==> src/rtl/vram_rect_blitter_if.sv <==
// rtl/vram_rect_blitter_if.sv - command, sram write and status bundle for the rectangle blitter
//
// Purpose: groups the rectangle command handshake, the sram write port and the
// busy/done status into one bundle.
// Ports (modport slave = blitter side, master = command issuer / sram observer):
//   i_cmd_valid, i_x, i_y, i_w, i_h, i_color : command from master
//   o_cmd_ready                               : blitter accepts a command
//   o_addr, o_data, o_write                   : sram write port
//   o_busy, o_done                            : status
`timescale 1ns/1ps
interface vram_rect_blitter_if #(
    parameter int ADDR_WIDTH = 19,
    parameter int DATA_WIDTH = 6
);
    logic                  i_cmd_valid;
    logic                  o_cmd_ready;
    logic [9:0]            i_x;
    logic [8:0]            i_y;
    logic [9:0]            i_w;
    logic [8:0]            i_h;
    logic [DATA_WIDTH-1:0] i_color;
    logic [ADDR_WIDTH-1:0] o_addr;
    logic [DATA_WIDTH-1:0] o_data;
    logic                  o_write;
    logic                  o_busy;
    logic                  o_done;

    modport slave (
        input  i_cmd_valid, i_x, i_y, i_w, i_h, i_color,
        output o_cmd_ready, o_addr, o_data, o_write, o_busy, o_done
    );

    modport master (
        output i_cmd_valid, i_x, i_y, i_w, i_h, i_color,
        input  o_cmd_ready, o_addr, o_data, o_write, o_busy, o_done
    );
endinterface

==> src/rtl/vram_rect_blitter.sv <==
// rtl/vram_rect_blitter.sv - clipped rectangle fill into the bitmap vram, one write per clock
//
// Purpose: accepts one rectangle command per handshake, clips it to the screen
// and writes the palette index to every covered pixel in raster order, using
// address = y*SCREEN_WIDTH + x.
// Ports:
//   i_clk : system clock, rising edge
//   i_rst : synchronous active-high reset
//   bus   : vram_rect_blitter_if.slave (command in, sram write out, busy/done)
`timescale 1ns/1ps
module vram_rect_blitter #(
    parameter int SCREEN_WIDTH  = 640,
    parameter int SCREEN_HEIGHT = 480,
    parameter int ADDR_WIDTH    = 19,
    parameter int DATA_WIDTH    = 6
) (
    input  logic i_clk,
    input  logic i_rst,
    vram_rect_blitter_if.slave bus
);
    localparam logic [10:0]           W11 = 11'(SCREEN_WIDTH);
    localparam logic [9:0]            W10 = 10'(SCREEN_WIDTH);
    localparam logic [9:0]            H10 = 10'(SCREEN_HEIGHT);
    localparam logic [8:0]            H9  = 9'(SCREEN_HEIGHT);
    localparam logic [ADDR_WIDTH-1:0] W_A = ADDR_WIDTH'(SCREEN_WIDTH);

    typedef enum logic [1:0] {IDLE, SETUP, FILL, DONE} state_t;
    state_t state;

    logic [9:0]            x_q, w_q, col, ew_m1;
    logic [8:0]            y_q, h_q, row, eh_m1;
    logic [DATA_WIDTH-1:0] color_q;
    logic [ADDR_WIDTH-1:0] row_base;

    logic                  ready_q, busy_q, done_q, write_q;
    logic [ADDR_WIDTH-1:0] addr_q;
    logic [DATA_WIDTH-1:0] data_q;

    // Clip arithmetic uses one extra bit so x+w / y+h cannot overflow.
    logic [10:0]           x_end;
    logic [9:0]            y_end;
    logic                  is_empty;
    logic [9:0]            ew;
    logic [8:0]            eh;
    logic [ADDR_WIDTH-1:0] start_addr;

    always_comb begin
        x_end      = {1'b0, x_q} + {1'b0, w_q};
        y_end      = {1'b0, y_q} + {1'b0, h_q};
        is_empty   = ({1'b0, x_q} >= W11) || ({1'b0, y_q} >= H10) ||
                     (w_q == 10'd0) || (h_q == 9'd0);
        // Only meaningful when not empty, so x < width and y < height here.
        ew         = (x_end > W11) ? (W10 - x_q) : w_q;
        eh         = (y_end > H10) ? (H9 - y_q) : h_q;
        start_addr = ADDR_WIDTH'(y_q) * W_A + ADDR_WIDTH'(x_q);
    end

    always_ff @(posedge i_clk) begin
        if (i_rst) begin
            state    <= IDLE;
            ready_q  <= 1'b0;
            busy_q   <= 1'b0;
            done_q   <= 1'b0;
            write_q  <= 1'b0;
            addr_q   <= '0;
            data_q   <= '0;
            x_q      <= '0;
            y_q      <= '0;
            w_q      <= '0;
            h_q      <= '0;
            color_q  <= '0;
            col      <= '0;
            row      <= '0;
            ew_m1    <= '0;
            eh_m1    <= '0;
            row_base <= '0;
        end else begin
            case (state)
                IDLE: begin
                    ready_q <= 1'b1;
                    // ready_q is registered, so the first cycle after reset
                    // release cannot accept before ready is visible.
                    if (bus.i_cmd_valid && ready_q) begin
                        x_q     <= bus.i_x;
                        y_q     <= bus.i_y;
                        w_q     <= bus.i_w;
                        h_q     <= bus.i_h;
                        color_q <= bus.i_color;
                        ready_q <= 1'b0;
                        busy_q  <= 1'b1;
                        state   <= SETUP;
                    end
                end
                SETUP: begin
                    if (is_empty) begin
                        done_q <= 1'b1;
                        state  <= DONE;
                    end else begin
                        ew_m1    <= ew - 10'd1;
                        eh_m1    <= eh - 9'd1;
                        col      <= '0;
                        row      <= '0;
                        row_base <= start_addr;
                        // Outputs are registered: present the first write now
                        // so it appears on the first FILL cycle.
                        write_q  <= 1'b1;
                        addr_q   <= start_addr;
                        data_q   <= color_q;
                        state    <= FILL;
                    end
                end
                FILL: begin
                    if (col == ew_m1) begin
                        if (row == eh_m1) begin
                            write_q <= 1'b0;
                            done_q  <= 1'b1;
                            state   <= DONE;
                        end else begin
                            col      <= '0;
                            row      <= row + 9'd1;
                            row_base <= row_base + W_A;
                            addr_q   <= row_base + W_A;
                        end
                    end else begin
                        col    <= col + 10'd1;
                        addr_q <= addr_q + ADDR_WIDTH'(1);
                    end
                end
                DONE: begin
                    done_q  <= 1'b0;
                    busy_q  <= 1'b0;
                    ready_q <= 1'b1;
                    state   <= IDLE;
                end
                default: state <= IDLE;
            endcase
        end
    end

    assign bus.o_cmd_ready = ready_q;
    assign bus.o_busy      = busy_q;
    assign bus.o_done      = done_q;
    assign bus.o_write     = write_q;
    assign bus.o_addr      = addr_q;
    assign bus.o_data      = data_q;
endmodule
==> src/flat_wrapper.sv <==
// flat-port wrapper written by rule: the top's interface ports become plain ports
module vram_rect_blitter_flat 
#(
    parameter int SCREEN_WIDTH  = 640,
    parameter int SCREEN_HEIGHT = 480,
    parameter int ADDR_WIDTH    = 19,
    parameter int DATA_WIDTH    = 6
)
  (i_clk, i_rst, bus_i_cmd_valid, bus_i_x, bus_i_y, bus_i_w, bus_i_h, bus_i_color, bus_o_cmd_ready, bus_o_addr, bus_o_data, bus_o_write, bus_o_busy, bus_o_done);
  vram_rect_blitter_if #(.ADDR_WIDTH(ADDR_WIDTH), .DATA_WIDTH(DATA_WIDTH)) bus_i ();
  input  logic i_clk;
  input  logic i_rst;
  input wire logic [$bits(bus_i.i_cmd_valid)-1:0] bus_i_cmd_valid;
  input wire logic [$bits(bus_i.i_x)-1:0] bus_i_x;
  input wire logic [$bits(bus_i.i_y)-1:0] bus_i_y;
  input wire logic [$bits(bus_i.i_w)-1:0] bus_i_w;
  input wire logic [$bits(bus_i.i_h)-1:0] bus_i_h;
  input wire logic [$bits(bus_i.i_color)-1:0] bus_i_color;
  output wire logic [$bits(bus_i.o_cmd_ready)-1:0] bus_o_cmd_ready;
  output wire logic [$bits(bus_i.o_addr)-1:0] bus_o_addr;
  output wire logic [$bits(bus_i.o_data)-1:0] bus_o_data;
  output wire logic [$bits(bus_i.o_write)-1:0] bus_o_write;
  output wire logic [$bits(bus_i.o_busy)-1:0] bus_o_busy;
  output wire logic [$bits(bus_i.o_done)-1:0] bus_o_done;
  assign bus_i.i_cmd_valid = bus_i_cmd_valid;
  assign bus_i.i_x = bus_i_x;
  assign bus_i.i_y = bus_i_y;
  assign bus_i.i_w = bus_i_w;
  assign bus_i.i_h = bus_i_h;
  assign bus_i.i_color = bus_i_color;
  assign bus_o_cmd_ready = bus_i.o_cmd_ready;
  assign bus_o_addr = bus_i.o_addr;
  assign bus_o_data = bus_i.o_data;
  assign bus_o_write = bus_i.o_write;
  assign bus_o_busy = bus_i.o_busy;
  assign bus_o_done = bus_i.o_done;
  vram_rect_blitter #(.SCREEN_WIDTH(SCREEN_WIDTH), .SCREEN_HEIGHT(SCREEN_HEIGHT), .ADDR_WIDTH(ADDR_WIDTH), .DATA_WIDTH(DATA_WIDTH)) u_core (.i_clk(i_clk), .i_rst(i_rst), .bus(bus_i));
endmodule
==> config.mk <==
export PLATFORM = sky130hd
export DESIGN_NAME = vram_rect_blitter_flat
export DESIGN_NICKNAME = d
export VERILOG_FILES = /design/src/rtl/vram_rect_blitter_if.sv /design/src/rtl/vram_rect_blitter.sv /design/src/flat_wrapper.sv
export SDC_FILE = /design/constraint.sdc
export NUM_CORES = 1
export LEC_CHECK = 0
export BUFFER_PORTS_ARGS = -buffer_cell sky130_fd_sc_hd__buf_2
export CORE_UTILIZATION = 60
export DETAILED_ROUTE_END_ITERATION = 8
export PLACE_DENSITY_LB_ADDON = 0.08
export SLEW_MARGIN = 20
export SYNTH_ARGS = -nofsm -noshare
export SYNTH_HDL_FRONTEND = slang
export SYNTH_SLANG_ARGS = --single-unit
==> constraint.sdc <==
create_clock -name i_clk -period 6.2 [get_ports i_clk]
set_input_delay 0.62 -clock i_clk [delete_from_list [all_inputs] [get_ports i_clk]]
set_output_delay 0.62 -clock i_clk [all_outputs]
set_load 0.01 [all_outputs]
# Word-level counts from Yosys, hierarchy flattened
# Index checks and enable logic that the tools add are counted.
# totals
wordCells	97
out_inout_bits	29
input_bits	47
ff_bits	132
# classes
magnitude_cmp	4
addsub	11
n_bitwise	1
n_reduce_logical	18
multipliers	1
n_mux	33
n_eq_ne	12
# ops
operator	n
19-bit two-way mux	4
19-bit one-hot mux with 2 select lines	2
10-bit two-way mux	4
9-bit two-way mux	4
10-bit one-hot mux with 2 select lines	1
19-bit by 1-bit adder with 19-bit output, second input constant	1
19-bit by 10-bit adder with 19-bit output	1
19-bit by 10-bit adder with 19-bit output, second input constant	1
9-bit one-hot mux with 2 select lines	1
9-bit by 3-bit multiplier with 12-bit output, second input constant	1
4-bit AND reduction	3
10-bit by 10-bit adder with 11-bit output	1
11-bit by 10-bit greater-than comparator with 1-bit output, second input constant	1
10-bit by 1-bit adder with 10-bit output, second input constant	1
9-bit by 9-bit adder with 10-bit output	1
10-bit equality test	1
10-bit >= comparator, second input constant	1
10-bit by 9-bit greater-than comparator with 1-bit output, second input constant	1
10-bit zero test	1
10-bit by 1-bit subtractor with 10-bit output, second input constant	1
10-bit subtractor, first input constant	1
9-bit by 1-bit adder with 9-bit output, second input constant	1
9-bit equality test	1
9-bit >= comparator, second input constant	1
other kinds (21)	44

# Depth between registers and ports, before layout
# Gate-level depths: netlist of run 1.
# depth
ltp_word	6
mapped_depth	21
ltp_nobuf	20

# Least setup slack after synthesis of run 1
# No wires, ideal clock.
# synth_path
path_kind	register -> register
from	reg u_core.y_q[1]
to	reg u_core.eh_m1[6]
arrival_ps	3891
setup_ps	76
period_less_slack_ps	3967
required_time_ps	6124
setup_slack_ps	2233
n_path_buf	1
path_stages_with_launch	18
path_cell_list	dfxtp_1 inv_1 fa_1 nor2b_1 o21ai_0 a21boi_0 mux2i_1 o2111ai_1 a311oi_2 clkbuf_1 mux2i_1 ha_1 nor3b_1 nand2_1 xor2_1 nand2_1 o21ai_0 o22ai_1
# synth_between
elab_chain_len	6
word_cells_on_any_way	11
classes_between	3 x add/sub; 2 x order compare; 1 x mux; 1 x bitwise; 4 x reduce/logical
# synth_rtl
item	line	source
start, declared	vram_rect_blitter.sv:31	logic [8:0] y_q, h_q, row, eh_m1;
start signal, assigned	vram_rect_blitter.sv:85	y_q <= bus.i_y;
parallel branches: the longest is 6 deep, another holds 9-bit by 9-bit adder with 10-bit output	-	
end signal, assigned	vram_rect_blitter.sv:100	eh_m1 <= eh - 9'd1;
end, declared	vram_rect_blitter.sv:31	
# Parallel ways; which one is timed is not known.
# A chain may end at the register's enable or synchronous reset.

# Worst setup path in the final report of run 1
# layout_path
from	reg u_core.x_q[0]
to	reg u_core.ew_m1[8]
# layout_between
elab_chain_len	6
word_cells_on_any_way	11
classes_between	3 x add/sub; 2 x order compare; 1 x mux; 1 x bitwise; 4 x reduce/logical
# layout_rtl
item	line	source
start, declared	vram_rect_blitter.sv:30	logic [9:0] x_q, w_q, col, ew_m1;
start signal, assigned	vram_rect_blitter.sv:84	x_q <= bus.i_x;
parallel branches: the longest is 6 deep, another holds 10-bit by 10-bit adder with 11-bit output	-	
end signal, assigned	vram_rect_blitter.sv:99	ew_m1 <= ew - 10'd1;
end, declared	vram_rect_blitter.sv:30	
# Parallel ways; which one is timed is not known.

==> results of run 1 <==
routing by layer:
layer,wire [um],up-vias,global-route usage
li1,-,4031,-
met1,10300,3596,0.413
met4,359,0,0.100
met5,0,-,0
met2,9210,225,0.475
met3,1030,31,0.0566
sequential cells by signal, indices dropped and copies added, names as in the netlist, 9 cells and up:
signal	cells
u_core.bus.o_addr	19
u_core.h_q	9
u_core.row	9
u_core.col	10
u_core.y_q	9
u_core.ew_m1	10
u_core.row_base	19
u_core.eh_m1	9
u_core.x_q	10
u_core.w_q	10
cell families after synthesis:
family / after synthesis / share of synthesized area
flops: 132 / 0.307
simple gates: 448 / 0.239
fa+ha+maj: 53 / 0.0802
xor+xnor: 110 / 0.112
compound gates: 270 / 0.194
mux: 25 / 0.0290
buf+inv: 86 / 0.0399
area by class of cell:
type,count,area (um^2),share of cell area
clock buffer,17,425,0.0441
sequential,132,2640,0.274
tap,180,225,0.0233
inverter,29,109,0.0113
timing repair buffer,85,453,0.0469
multi-input combinational,906,5630,0.583
clock inverter,15,170,0.0176
worst min-delay path: stages:
cell and delay, ns:
buf_2 0.09, nand2_1 0.04, a21oi_1 0.05
path summary, 6_finish.rpt:
check	depth (start not counted)	slack, ns	start	to
hold / removal	3	0.42	bus_i_color[5]	u_core.color_q[5]
hold reg to reg	2	0.45	u_core.color_q[3]	u_core.bus.o_data[3]
setup reg to reg	18	1.64	u_core.x_q[0]	u_core.ew_m1[8]
setup / recovery	18	1.64	u_core.x_q[0]	u_core.ew_m1[8]
power breakdown:
group	internal (uW)	switching (uW)	leakage [uW]
combinational	700	1070	0.00259
clock	602	422	0.000281
sequential	980	175	0.00107
total	2280	1660	0.00394
cell usage after synthesis, drive strengths merged (2+ instances only):
cell type and count:
a31oi 7, o21a 4, nand2 173, o311ai 4
a21boi 3, o21bai 2, nor2 123, o2111ai 4
a21o 10, mux2i 25, a211oi 23, o22a 2
ha 48, a311oi 4, inv 28, buf 8
xnor2 47, xor2 63, nand2b 7, nand3 27
and2 8, nand3b 6, clkbuf 49, or3 7
fa 4, a2111oi 2, o211ai 13, a22oi 8
o21ai 52, nor3b 10, or4 5, and4 2
nor3 23, o31ai 2, o22ai 8, nand4 17
nor2b 14, a21oi 111, and3 17, dfxtp 132
nor4 6
per-stage QoR:
step	setup slack (ns)	utilization	instances	instance area, um^2	power (uW)
2_1_floorplan	2.23	-	1124	8620	2520
3_3_place_gp	1.90	0.650	1332	9060	2890
3_5_place_dp	1.74	0.650	1332	9060	2920
4_1_cts	1.69	0.693	1364	9650	3950
5_1_grt	1.17	0.693	1364	9650	4230
6_report	1.64	0.693	1364	9650	3950
==> metrics.md, run 1 <==
| Metric | Value |
|---|---|
| Setup bufs post-CTS | `0` |
| # DRC | `0` |
| Leading post-synthesis cells by cell area | `dfxtp_1 31%, nand2_1 7.5%, ha_1 7.0%` |
| Buf/Inv on CP | `1` |
| Synth async-reset ratio | `0` |
| Grt ovf | `0` |
| Netlist cell types | `67` |
| Vias in the first global route | `7398` |
| Max-slew violations | `0` |
| Detail Route Antenna Nets | `0` |
| Commonest non-fill, non-tap cells in the layout | `173 x nand2_1, 132 x dfxtp_1, 123 x nor2_1` |
| Arr. time, crit path | `4.86 ns` |
| Die height | `122 um` |
| Slew margin rel. | `0.480` |
| Routed WL | `20.9 mm` |
| All-Layer GR Usage | `0.302` |
| Post-CTS Hold Fix Bufs | `0` |
| Worst path cell trace | `ha_1 > inv_1 > fa_1 > nand2b_1 > a21o_1 > o221a_2 > o2111ai_1 > a2bb2oi_1 > o21ai_0 > and2_1 > mux2i_1 > ha_1 > o21ai_0 > nor2_1 > a32oi_1 > xnor2_1 > mux2i_1 > o22ai_1` |
| Total CTS buffers | `17` |
| Worst vdd ir | `0.228 mV` |
| Area growth syn-to-layout | `12.1%` |
| Dominant synthesized flop cell | `dfxtp_1` |
| Largest delay share family, worst path | `compound AO/OA/AOI/OAI gates` |
| Num rows | `43` |
| Largest area contributor in the netlist | `dfxtp_1` |
| Crit end category | `flip-flop` |
| Crit path max fanout | `12` |
| Worst-Margin Slew | `0.780 ns` |
| WHS | `0.424 ns` |
| Setup TNS Final | `0 ns` |
| Power per cell area | `409 nW/um^2` |
| Clock Tree Buf Depth | `2` |
| Vias per inst | `5.78` |
| CTS root buffer | `clkbuf_16` |
| Die area | `14800 um^2` |
| CTS tree | `built` |
| Antenna diodes | `0` |
| Final min period | `4.56 ns` |
| Clock sink count | `132` |
| Most common cell after layout, fill and taps aside | `nand2_1` |
| Initial antenna violation count | `0` |
| Post-detail-place hpwl | `14.9 mm` |
| Pin count of the biggest net entering global routing | `74` |
| EDFF count, synth | `0` |
| First-pass GRT wire length | `35.5 mm` |
| Drt initial violations | `512` |
| Slowest Stage Delay on Critical Path | `0.55 ns` |
| Post-synthesis instance total | `1124` |
| # Max-Cap Violations | `0` |
| Vias | `7883` |
| Setup CP Type | `reg2reg` |
| Nets | `1270` |
| CP Launch Type | `flip-flop` |
| CP max stage cell | `and2_1` |
| Final worst-path cycle share | `0.736` |
| Synth Net Count | `1223` |
| Core box area | `13900 um^2` |
| Fill count | `1232` |
| Synth Cell Area | `8620 um^2` |
| Synth Warn # | `0` |
| PortBufs | `75` |
| H-Tree Level Count | `4` |
| Layout cells sized above 1 | `0.109` |
| Avg Inst Size Synth | `7.67 um^2` |
| Post-cts resize count | `0` |
| Drt first pass iters | `5` |
| Routed len/inst | `15.3 um` |
| Flip-flop and latch count after synthesis | `132` |
| Fin. Hold Viols | `0` |
| Sequential share of the synthesized area | `0.307` |
| Post-synth top area share | `0.307` |
| RSZ-0062 raised after global routing | `false` |
| Leak Pwr | `0.00394 uW` |
| Initial Util | `0.618` |
| Hold crit path type | `in2reg` |
| Max Clock Freq | `0.219 GHz` |
| Global placement routability congestion | `0.926` |
| Die Wd | `122 um` |
| Worst-path clk slew | `0.06 ns` |
| Clk_lat worst skew | `0.43 ns` |
| # setup viols final | `0` |
| Critical path data required time | `6.50 ns` |
| Status | `finished clean` |
| Clock skew | `0.00852 ns` |
| Top-level I/O count | `76` |
(Power assumes the default switching activity.)
==> run 2: changes to the inputs <==
==> constraint.sdc (replaced) <==
create_clock -name i_clk -period 4.55 [get_ports i_clk]
set_input_delay 0.455 -clock i_clk [delete_from_list [all_inputs] [get_ports i_clk]]
set_output_delay 0.455 -clock i_clk [all_outputs]
set_load 0.01 [all_outputs]
==> run 2 against run 1 <==
Net effect: flip-flop and latch count unchanged; total power up 38%; via count rose by 1.3%; clock-buffer cell count up 1.
==> metrics.md, run 2 (synthesis results as in run 1) <==
| Metric | Value |
|---|---|
| Status | `finished clean` |
| Clk_lat worst skew | `0.43 ns (about the same)` |
| Fill count | `1217 (-1.2%)` |
| Met3 Usage GRT | `0.0552 (-0.00140)` |
| Detail Route Antenna Nets | `0 (unchanged)` |
| Post-detail-place hpwl | `15.1 mm (+1.1%)` |
| Arr. time, crit path | `4.56 ns (-0.30 ns)` |
| Clock Tree Buf Depth | `2 (unchanged)` |
| Worst path cell trace | `ha_1 > inv_1 > fa_1 > nand2b_1 > a21o_1 > o221a_2 > o2111ai_1 > a2bb2oi_1 > o21ai_0 > and2_2 > mux2i_1 > ha_2 > o21ai_0 > nor2_1 > a32oi_1 > xnor2_1 > mux2i_1 > o22ai_1` |
| Antenna diodes | `0 (unchanged)` |
| Area growth syn-to-layout | `13.1%` |
| Pin count of the biggest net entering global routing | `74 (unchanged)` |
| Leak Pwr | `0.00399 uW (+1.2%)` |
| RSZ-0062 raised after global routing | `false` |
| CTS tree | `built` |
| Drt first pass iters | `7 (+2)` |
| Slew margin rel. | `0.470 (-0.0103)` |
| Setup CP Type | `reg2reg` |
| All-Layer GR Usage | `0.301 (-0.000942)` |
| Final core utilization | `0.699 (+0.00628)` |
| Slowest Stage Delay on Critical Path | `0.42 ns (-0.13 ns)` |
| Worst-path clk slew | `0.06 ns (about the same)` |
| CTS root buffer | `clkbuf_16` |
| CP Launch Type | `flip-flop` |
| CP max stage cell | `dfxtp_2` |
| Num rows | `43 (unchanged)` |
| Vias | `7988 (+1.3%)` |
| # Max-Cap Violations | `0 (unchanged)` |
| Vias in the first global route | `7344 (-0.73%)` |
| Setup TNS Final | `0 ns (unchanged)` |
| Routed WL | `21.5 mm (+2.6%)` |
| Worst r2r path cells | `18 (unchanged)` |
| Total CTS buffers | `17 (unchanged)` |
| # DRC | `0 (unchanged)` |
| Largest delay share family, worst path | `compound AO/OA/AOI/OAI gates` |
| Die area | `14800 um^2 (unchanged)` |
| PortBufs | `75 (unchanged)` |
| Vias per inst | `5.82 (+0.74%)` |
| Layout cells sized above 1 | `0.118 (+0.00934)` |
| Global placement routability congestion | `0.933 (+0.79%)` |
| Max Clock Freq | `0.235 GHz (+7.0%)` |
| Clock skew | `0.00702 ns (-0.00151 ns)` |
| Hold crit path type | `in2reg` |
| Core box area | `13900 um^2 (unchanged)` |
| Commonest non-fill, non-tap cells in the layout | `173 x nand2_1, 130 x dfxtp_1, 123 x nor2_1` |
| Final worst-path cycle share | `0.937 (+0.201)` |
| Met2 Use GR | `0.483 (+0.00777)` |
| Grt ovf | `0 (unchanged)` |
| Top-level I/O count | `76 (unchanged)` |
| Worst vdd ir | `0.282 mV (+24%)` |
| Power per cell area | `560 nW/um^2 (+37%)` |
| WHS | `0.259 ns (-0.165 ns)` |
| Final min period | `4.26 ns (-0.297 ns)` |
| Fin. Hold Viols | `0 (unchanged)` |
| Post-CTS Hold Fix Bufs | `0 (unchanged)` |
| Initial Util | `0.618 (unchanged)` |
| Hold Path Depth | `3 (unchanged)` |
| Nets | `1278 (+0.63%)` |
| Routed len/inst | `15.6 um (+2.0%)` |
| Busiest layer in global routing | `met2` |
| Worst-Margin Slew | `0.794 ns (+0.0145 ns)` |
| Worst path depth | `18 (unchanged)` |
| Die Wd | `122 um (unchanged)` |
| Die height | `122 um (unchanged)` |
| Critical path data required time | `4.85 ns (-1.65 ns)` |
| Crit path max fanout | `10 (-2)` |
| Crit end category | `flip-flop` |
| Clock sink count | `132 (unchanged)` |
| Met1 usage | `0.401 (-0.0120)` |
| Buf/Inv on CP | `1 (unchanged)` |
| First-pass GRT wire length | `35.3 mm (-0.68%)` |
| Initial antenna violation count | `0 (unchanged)` |
| Most common cell after layout, fill and taps aside | `nand2_1` |
| Drt initial violations | `529 (+3.3%)` |
| Max-slew violations | `0 (unchanged)` |
| H-Tree Level Count | `4 (unchanged)` |
| # setup viols final | `0 (unchanged)` |
==> run 2: metal layers <==
| layer | wire length (um) | part of all wire |
|---|---|---|
| met4 | 383 | 0.018 |
| met1 | 10300 | 0.48 |
| met3 | 1170 | 0.055 |
| met5 | 0 | 0 |
| met2 | 9630 | 0.45 |
==> run 2: cell type report <==
type | count | area, um^2 | area share
multi-input cells | 906 | 5630 | 0.578
well taps | 180 | 225 | 0.0231
inverters | 29 | 109 | 0.0112
flip-flops and latches | 132 | 2650 | 0.272
clock buffers | 18 | 439 | 0.0451
clock inverters | 14 | 176 | 0.0181
repair buffers | 93 | 513 | 0.0527
==> run 2: what timing repair did <==
item / 4_1_cts / 5_1_grt
endpoints found under the setup margin: 0 / 3
resized for setup: 0 / 5
buffers inserted: 0 / 0
==> run 2: path summary, 6_finish.rpt <==
kind	startpoint	endpoint	slack, ns
setup reg to reg	u_core.x_q[0]	u_core.ew_m1[8]	0.29
setup / recovery	u_core.x_q[0]	u_core.ew_m1[8]	0.29
hold reg to reg	u_core.bus.o_data[2]	u_core.bus.o_data[2]	0.45
hold / removal	bus_i_w[6]	u_core.w_q[6]	0.26
==> run 2: power breakdown <==
| part | total (uW) | switching [uW] | internal [uW] |
|---|---|---|---|
| clock | 1440 | 559 | 881 |
| combinational | 2460 | 1480 | 975 |
| sequential | 1560 | 223 | 1340 |
| total | 5450 | 2260 | 3190 |
==> run 2: per-stage QoR <==
| stage | area, um^2 | power, uW | worst slack (ns) | cells |
|---|---|---|---|---|
| floorplan | 8620 | 3440 | 0.583 | 1124 |
| global placement | 9120 | 3960 | 0.502 | 1340 |
| detailed placement | 9120 | 3990 | 0.257 | 1340 |
| CTS | 9730 | 5440 | 0.147 | 1372 |
| global route | 9740 | 5850 | 0.0102 | 1372 |
| finish | 9740 | 5450 | 0.287 | 1372 |
==> run 2: tightest hold or removal path: stages <==
cell     delay (ns)
buf_2          0.09
nand2_1        0.04
a21oi_1        0.05
